===== src/rtl/wb_merge_queue.sv =====
// Writeback merge queue: collects ALU and load results into a program-order FIFO
// and retires up to two per cycle onto the register file's two write ports.
module wb_merge_queue #(
  parameter int unsigned DEPTH  = 4,
  parameter int unsigned ADDR_W = 3,
  parameter int unsigned DATA_W = 16
) (
  input  logic                     clk,
  input  logic                     rst,
  input  logic                     alu_valid,
  output logic                     alu_ready,
  input  logic [ADDR_W-1:0]        alu_addr,
  input  logic [DATA_W-1:0]        alu_data,
  input  logic                     mem_valid,
  output logic                     mem_ready,
  input  logic [ADDR_W-1:0]        mem_addr,
  input  logic [DATA_W-1:0]        mem_data,
  input  logic                     wb_hold,
  output logic [1:0]               write_en,
  output logic [ADDR_W-1:0]        reg_write_addr_0,
  output logic [ADDR_W-1:0]        reg_write_addr_1,
  output logic [DATA_W-1:0]        data_in_0,
  output logic [DATA_W-1:0]        data_in_1,
  output logic [7:0]               pending_mask,
  output logic [$clog2(DEPTH):0]   count
);

  localparam int unsigned PW = $clog2(DEPTH);
  localparam int unsigned CW = PW + 1;

  logic [ADDR_W-1:0] addr_mem [DEPTH];
  logic [DATA_W-1:0] data_mem [DEPTH];

  logic [PW-1:0]     wr_ptr_q, wr_ptr_d, rd_ptr_q, rd_ptr_d, mem_wr_ptr, rd_ptr_1, idx;
  logic [CW-1:0]     count_q, count_d, free;
  logic [1:0]        enq_n, pop_n;
  logic              alu_fire, mem_fire;

  logic [1:0]        we_q, we_d;
  logic [ADDR_W-1:0] addr0_q, addr0_d, addr1_q, addr1_d;
  logic [DATA_W-1:0] data0_q, data0_d, data1_q, data1_d;

  // Ready depends only on registered occupancy, so draining never feeds back into ready.
  always_comb begin
    free      = CW'(DEPTH) - count_q;
    alu_ready = rst & (free >= CW'(1));
    mem_ready = rst & ((free >= CW'(2)) | ((free >= CW'(1)) & ~alu_valid));
    alu_fire  = alu_valid & alu_ready;
    mem_fire  = mem_valid & mem_ready;
    enq_n     = 2'(alu_fire) + 2'(mem_fire);
    // ALU entry is older than a same-cycle load entry.
    mem_wr_ptr = alu_fire ? wr_ptr_q + PW'(1) : wr_ptr_q;
    wr_ptr_d   = wr_ptr_q + PW'(enq_n);
  end

  // Pop count, output-stage next state and merge of same-register pairs.
  always_comb begin
    if (wb_hold) begin
      pop_n = 2'd0;
    end else if (count_q >= CW'(2)) begin
      pop_n = 2'd2;
    end else begin
      pop_n = 2'(count_q);
    end
    rd_ptr_1 = rd_ptr_q + PW'(1);
    rd_ptr_d = rd_ptr_q + PW'(pop_n);
    count_d  = count_q + CW'(enq_n) - CW'(pop_n);
    we_d     = 2'b00;
    addr0_d  = addr0_q;
    addr1_d  = addr1_q;
    data0_d  = data0_q;
    data1_d  = data1_q;
    if (pop_n != 2'd0) begin
      addr0_d = addr_mem[rd_ptr_q];
      data0_d = data_mem[rd_ptr_q];
      we_d    = 2'b01;
    end
    if (pop_n == 2'd2) begin
      addr1_d = addr_mem[rd_ptr_1];
      data1_d = data_mem[rd_ptr_1];
      // Same destination: only the newer value is written.
      we_d    = (addr_mem[rd_ptr_q] == addr_mem[rd_ptr_1]) ? 2'b10 : 2'b11;
    end
  end

  // Pointer, occupancy and output-stage registers.
  always_ff @(posedge clk or negedge rst) begin
    if (!rst) begin
      wr_ptr_q <= '0;
      rd_ptr_q <= '0;
      count_q  <= '0;
      we_q     <= '0;
      addr0_q  <= '0;
      addr1_q  <= '0;
      data0_q  <= '0;
      data1_q  <= '0;
    end else begin
      wr_ptr_q <= wr_ptr_d;
      rd_ptr_q <= rd_ptr_d;
      count_q  <= count_d;
      we_q     <= we_d;
      addr0_q  <= addr0_d;
      addr1_q  <= addr1_d;
      data0_q  <= data0_d;
      data1_q  <= data1_d;
    end
  end

  // FIFO storage; validity is tracked by pointers and count, so no reset needed.
  always_ff @(posedge clk) begin
    if (alu_fire) begin
      addr_mem[wr_ptr_q] <= alu_addr;
      data_mem[wr_ptr_q] <= alu_data;
    end
    if (mem_fire) begin
      addr_mem[mem_wr_ptr] <= mem_addr;
      data_mem[mem_wr_ptr] <= mem_data;
    end
  end

  // Pending-write mask from valid FIFO entries plus enabled output ports.
  always_comb begin
    pending_mask = 8'h00;
    idx          = '0;
    for (int i = 0; i < DEPTH; i++) begin
      idx = rd_ptr_q + PW'(i);
      if (CW'(i) < count_q) begin
        pending_mask[addr_mem[idx]] = 1'b1;
      end
    end
    if (we_q[0]) pending_mask[addr0_q] = 1'b1;
    if (we_q[1]) pending_mask[addr1_q] = 1'b1;
  end

  assign write_en         = we_q;
  assign reg_write_addr_0 = addr0_q;
  assign reg_write_addr_1 = addr1_q;
  assign data_in_0        = data0_q;
  assign data_in_1        = data1_q;
  assign count            = count_q;

endmodule


===== config.mk =====
export PLATFORM = sky130hd
export DESIGN_NAME = wb_merge_queue
export DESIGN_NICKNAME = d
export VERILOG_FILES = /design/src/rtl/wb_merge_queue.sv
export SDC_FILE = /design/constraint.sdc
export NUM_CORES = 1
export LEC_CHECK = 0
export CAP_MARGIN = 10
export CORE_MARGIN = 10
export CORE_UTILIZATION = 30
export DETAILED_ROUTE_END_ITERATION = 7
export PLACE_DENSITY_LB_ADDON = 0.25
export SYNTH_ARGS = -nofsm -noshare
export SYNTH_HDL_FRONTEND = slang
export SYNTH_SLANG_ARGS = --single-unit

===== constraint.sdc =====
create_clock -name clk -period 9.3 [get_ports clk]
set_input_delay 1.86 -clock clk [delete_from_list [all_inputs] [get_ports clk]]
set_output_delay 1.86 -clock clk [all_outputs]
set_load 0.005 [all_outputs]

# Word level (Yosys, flattened, before mapping)
# Memories as Yosys holds them, arrays and structs flattened. A register that Yosys moved wholly into a read port is not among the register bits.
# Index checks and enable logic that the tools add are counted.
word_totals:
  register_bits: 15
  ramBits: 76
  in_bits: 43
  output_inout_bits: 53
  mem_count: 2
op_classes:
  n_addsub: 10
  magnitude_cmp: 19
  n_eq_ne: 2
  n_mux: 28
  n_bitwise: 12
  reduce_logical: 9
memory_table:
  columns: ["memory", "words", "word_bits", "rd", "rd_ports_with_merged_regs", "wr", "line", "rtl"]
  rows:
  - ["data_mem", 4, 16, 2, 2, 2, "32", "logic [DATA_W-1:0] data_mem [DEPTH];"]
  - ["addr_mem", 4, 3, 4, 0, 2, "31", "logic [ADDR_W-1:0] addr_mem [DEPTH];"]
ops:
  columns: ["cell", "n"]
  rows:
  - ["$mux 8", 6]
  - ["$or 8x8->8", 5]
  - ["$lt 3x4->1 const B", 6]
  - ["$ge 3x1->1 const B", 7]
  - ["$demux 1 s3", 6]
  - ["$mux 1", 12]
  - ["$mux 2", 4]
  - ["$ge 3x2->1 const B", 2]
  - ["$logic_and 1x1->1", 6]
  - ["$lt 1x3->1 const A", 2]
  - ["$lt 2x3->1 const A", 2]
  - ["$and 1x1->1", 5]
  - ["$add 2x1->2 const B", 2]
  - ["$add 2x2->2", 2]
  - ["$add 2x2->2 const B", 2]
  - ["$add 3x2->3", 1]
  - ["$eq 3x3->1", 1]
  - ["$sub 3x2->3", 1]
  - ["$sub 3x3->3 const A", 1]
  - ["$add 1x1->2", 1]
  - ["$eq 2x2->1 const B", 1]
  - ["$logic_not 1->1", 2]
  - ["$reduce_bool 2->1", 1]
  - ["$not 1->1", 1]
  - ["$or 1x1->1", 1]

# Longest topological paths before layout
# An unclocked memory read counts as a cell.
logic_depth:
  depth_word: 16
  ltp_mapped: 15

# Least setup slack after synthesis
# Ideal clock, no wire load.
synth_path:
  path_kind: "input to output"
  from: "input port alu_valid"
  to: "output port mem_ready"
  arrival_time_ps: 2319
  required_time_ps: 7440
  slack_ps: 5121
  cell_stages: 2
  path_buffers: 0
  path_cell_list: "o21ba_2 -> o41a_1"
synth_via:
  elab_chain_len: 4
synth_lines:
  columns: ["element", "line", "rtl"]
  rows:
  - ["start: declaration", "10", "input logic alu_valid,"]
  - ["$not 1->1", "47", "mem_ready = rst & ((free >= CW'(2)) | ((free >= CW'(1)) & ~alu_valid));"]
  - ["$and 1x1->1", "47", null]
  - ["$or 1x1->1", "47", null]
  - ["$and 1x1->1", "47", null]
  - ["end: declaration", "15", "output logic mem_ready,"]
# No other way between the ends.

# Final worst setup path
layout_path:
  from: "register rd_ptr_q[1]"
  to: "output port pending_mask[6]"
layout_via:
  elab_chain_len: 16
layout_lines:
  columns: ["element", "line", "rtl"]
  rows:
  - ["start: declaration", "34", "logic [PW-1:0] wr_ptr_q, wr_ptr_d, rd_ptr_q, rd_ptr_d, mem_wr_ptr, rd_ptr_1, idx;"]
  - ["start signal: assignment", "99", "rd_ptr_q <= rd_ptr_d;"]
  - ["$add 2x1->2 or $mem_v2 4x3 (tied branches)", null, null]
  - ["$mem_v2 4x3 (*)", null, null]
  - ["$lt 3x4->1 (implied by the code) (tied with other cells)", "128", "pending_mask[addr_mem[idx]] = 1'b1;"]
  - ["$logic_and 1x1->1 (implied by the code) or $mux 1 (tied branches)", "128", null]
  - ["$mux 1 (implied by the code) or $demux 1 s3 (tied branches)", "128", null]
  - ["$demux 1 s3 or $mux 8 (tied branches)", "128, 127", null]
  - ["$or 8x8->8 (no source line)", null, null]
  - ["$mux 8", "127", "if (CW'(i) < count_q) begin"]
  - ["$or 8x8->8 (no source line)", null, null]
  - ["$mux 8", "127", null]
  - ["$or 8x8->8 (no source line)", null, null]
  - ["$mux 8 (*)", "127", null]
  - ["$or 8x8->8 (no source line)", null, null]
  - ["$mux 8 (*)", "131", "if (we_q[0]) pending_mask[addr0_q] = 1'b1;"]
  - ["$or 8x8->8 (no source line)", null, null]
  - ["$mux 8 (*)", "132", "if (we_q[1]) pending_mask[addr1_q] = 1'b1;"]
  - ["end: declaration", "24", "output logic [7:0] pending_mask,"]
# Every way passes the cells marked *; elsewhere a longest branch is shown, timed or not.

==> reports/results.env <==
STATUS='finished clean'
REG2REG_DEPTH=7
FINALCOREUTILIZATION=0.380
SYN_INST=595
AREA.GROWTH.SYNTH_TO_FINAL_PCT=24.9
CLOCK_TREE_ROOT_DRIVER_CELL='clkbuf_16'
ANTENNA_VIOLATING_NETS_POST_ROUTE=0
CORE.ROWCOUNT=56
MAX-SLEW-MARGIN-REL=0.274
WORST-PATH-MAX-FANOUT=68
FIN_TNS_SETUP_PS=0
FINAL_WORST_SETUP_SLACK_PS=4060
CP-START-KIND='flop'
CRIT_FAMILY='flip-flops'
CELLPOWERDENSITY_nW_PER_UM2=337
PLACEDINSTANCEAREA_UM2=8330
LAYOUT.CELLS.MOST_COMMON='clkdlybuf4s50_1'
GRT_START_MAX_NET_PINS=69
POST-CTS-SETUP-BUFFER-COUNT=0
FINALCLOCKSKEW_PS=12.1
GR_OVFL_TOTAL=0
AVGSYNTHCELLAREA_UM2=12.0
FINAL_CELL_AREA_UM2=8910
FINAL.PERIOD_UTILIZATION=0.563
MAXCAPVIOLATIONS=0
CORE_REGION_AREA_UM2=23500
CRITICAL_PATH_REQUIRED_PS=7440
POST-PLACE-WS_PS=4020
R2R_END='addr_mem[0][2]'
CRITICAL_PATH.SLOWEST_CELL='dfrtp_4'
DESIGN.PORTCOUNT=96
DIE_W_UM=174
FINALMAXSLEWVIOLATIONS=0
TIMING.RR.START='count[1]'
DETAIL_ROUTE.WL_PER_CELL_UM=17.9
DR_TOTAL_VIAS=4912
NUM-NETS-FINAL=738
TRITONCTS='yes'
PORT_BUFFERS=95
GRT_SETUP_UNREPAIRED='false'
CTS.HOLD.BUFFERS_ADDED=0
NUMBER_OF_BUFFERS_ADDED_BY_THE_CLOCK_TREE_SYNTHESIS_STEP=17
GLOBAL_ROUTE_WIRE_LENGTH_BEFORE_REPAIR_UM=28900
CRIT_PATH_END_KIND='output port'
REMAINING_DRC_ERRORS=0
SETUP_VIOL_COUNT_FINAL=0
MIN_PATH_TYPE='flop to flop'
TOP_LIBRARY_CELLS_BY_USAGE_IN_THE_LAYOUT_FILL_AND_TAPS_ASIDE='clkdlybuf4s50_1 (94), edfxtp_1 (76), nand2_1 (69), o21ai_0 (52), dfrtp_1 (45)'
ARRIVAL_TIME_OF_THE_WORST_SETUP_PATH_PS=3380
FLOORPLAN.DIE_AREA_UM2=30400
CTS_RESIZED=0
P_LEAK_nW=3.44
TIMING.CRITICAL_PATH.BUF_INV=1
HPWL_UM=12700
GRT_PASS1_VIAS=5136
SYNTH_SEQUENTIAL_AREA_RATIO=0.484
H_TREE_LVLS=4
CRITICAL_PATH_DEPTH=6
SETUP.REG_TO_REG.WORST_SLACK_PS=5670
TIMING.CRITICAL_PATH.FROM='rd_ptr_q[1]'
YOSYS_MOST_USED_DFF='edfxtp_1'
CTS.CLK_SLEW.WORST_PATHS_PS=60
NUMBER_OF_ANTENNA_VIOLATIONS_AT_THE_FIRST_CHECK_IN_GLOBAL_ROUTING=0
DIE-HEIGHT_UM=174
ROUTED_WIRELENGTH_UM=18100
FIN_HOLD_WS_PS=476
CLOCK-SINKS=123
SYNTH-WARNING-COUNT=0
CPPEAKSTAGEDELAY_PS=1070
CTS-ROOT-TO-SINK-BUFFERS=2
FINAL_LAYOUT_SIZE_SUFFIX_GT1_FRAC=0.177
SYNTH-EDFF-COUNT=76
FIRSTDRTPASSITERS=6
FINALPOWER_mW=3.00
WORSTPATHCELLLIST='mux2_2 -> mux2i_1 -> nor2_1 -> a221oi_1 -> nand2_1 -> clkdlybuf4s50_1'
START_UTIL=0.304
PLACED_CELLS=981
GPL.FINAL_WEIGHTED_CONGESTION=0.837
FINAL_CELLS=1013
DRT-INITIAL-DRC-COUNT=479
VIASPERCELL=4.85
POST_SYNTH_NUM_CELL_TYPES=59
SYNTHARSTFLOPSHARE=0.382
CRIT_TYPE='flop to output port'
CLK-INSERTION-DELAY-LATE_PS=410
PEAKVDDDROP_uV=145
FINALWORSTPATHREQUIREDPERIOD_PS=5240
CP-ENDPOINT='pending_mask[6]'
TIGHTEST_SLEW_PS=1090
YS_FF_LATCH=123
DIODES_INSERTED=0
SYN-NUM-NETS=652
FMAX_MHz=191
MAPPEDNETLISTAREA_UM2=7140
FINALHOLDVIOLATIONS=0
GRTUSAGETOTAL=0.120
[sequential cells by signal, indices dropped and copies added, names as in the netlist]
signal            cells
reg_write_addr_0      3
count                 3
rd_ptr_q              2
wr_ptr_q              2
write_en              2
data_in_1            16
data_mem             64
reg_write_addr_1      3
data_in_0            16
addr_mem             12
[per-layer routing]
| layer | global-route usage | vias up | routed length [µm] |
|---|---|---|---|
| met2 | 0.212 | 123 | 9320 |
| met1 | 0.137 | 2407 | 7630 |
| li1 | - | 2361 | - |
| met5 | 0 | - | 0 |
| met3 | 0.0347 | 21 | 918 |
| met4 | 0.0367 | 0 | 237 |
[cell usage after synthesis, types with 2 or more instances]
cell | number | area (µm²)
edfxtp_1 | 76 | 2280
nand2_1 | 69 | 259
o21ai_0 | 52 | 260
dfrtp_1 | 47 | 1180
mux2i_1 | 42 | 420
mux2_1 | 38 | 428
mux2_4 | 38 | 571
nor2_1 | 34 | 128
a21oi_1 | 28 | 140
mux2_2 | 27 | 304
ha_1 | 13 | 163
inv_1 | 13 | 48.8
buf_2 | 12 | 60.1
clkbuf_1 | 8 | 30.0
nor3_1 | 8 | 40.0
buf_4 | 6 | 45.0
nand2b_1 | 6 | 37.5
xnor2_1 | 6 | 52.6
buf_6 | 5 | 56.3
mux4_2 | 5 | 113
o211ai_1 | 5 | 37.5
nor2b_1 | 4 | 25.0
a22oi_1 | 3 | 22.5
nand3_1 | 3 | 15.0
o32ai_1 | 3 | 26.3
a211oi_1 | 2 | 15.0
a21o_1 | 2 | 15.0
a221oi_1 | 2 | 17.5
and2_1 | 2 | 12.5
and3_1 | 2 | 12.5
buf_1 | 2 | 7.51
nor3_2 | 2 | 20.0
o21ai_2 | 2 | 17.5
o22ai_1 | 2 | 12.5
xor2_1 | 2 | 17.5
[layout make-up]
cell class                 count  area, µm²
timing repair buffer         101        991
tap                          319        399
fill                        2242      14600
sequential                   123       3460
clock buffer                  22        495
multi-input combinational    423       3420
clock inverter                10       87.6
inverter                      15       58.8
[worst reg2reg max path, stage by stage, from the launching register on]
cell and delay, ps:
dfrtp_1 560, inv_1 80, ha_1 220, xor2_2 240
o311ai_4 150, or3_1 410, a21boi_4 840, a21o_1 740
[kinds of logic after synthesis]
| group | after synthesis | share of synthesized area |
|---|---|---|
| buffers and inverters | 49 | 0.0368 |
| muxes | 151 | 0.260 |
| AOI/OAI and AO/OA | 113 | 0.0983 |
| DFF | 123 | 0.484 |
| and+or+nand+nor | 136 | 0.0825 |
| adders and majority gates | 14 | 0.0256 |
| xor gates and xnor gates | 9 | 0.0121 |
[power by group]
part,leakage [nW],switching [mW],total (mW),internal [mW]
registers,1.26,0.212,1.00,0.790
clock network,0.292,0.237,0.641,0.404
logic,1.88,0.663,1.36,0.697
total,3.44,1.11,3.00,1.89
[worst min path at each step]
stage | startpoint | to | slack (ps) | cells past startpoint
finish | data_in_0[8] | data_in_0[8] | 480 | 2
global route | data_in_1[13] | data_in_1[13] | 510 | 2
CTS | data_in_0[8] | data_in_0[8] | 480 | 2
detailed placement | data_in_0[8] | data_in_0[8] | 470 | 2
global placement | data_in_1[10] | data_in_1[10] | 460 | 2
floorplan | rd_ptr_q[0] | rd_ptr_q[0] | 470 | 1
Power figures use the tool's default switching activity.
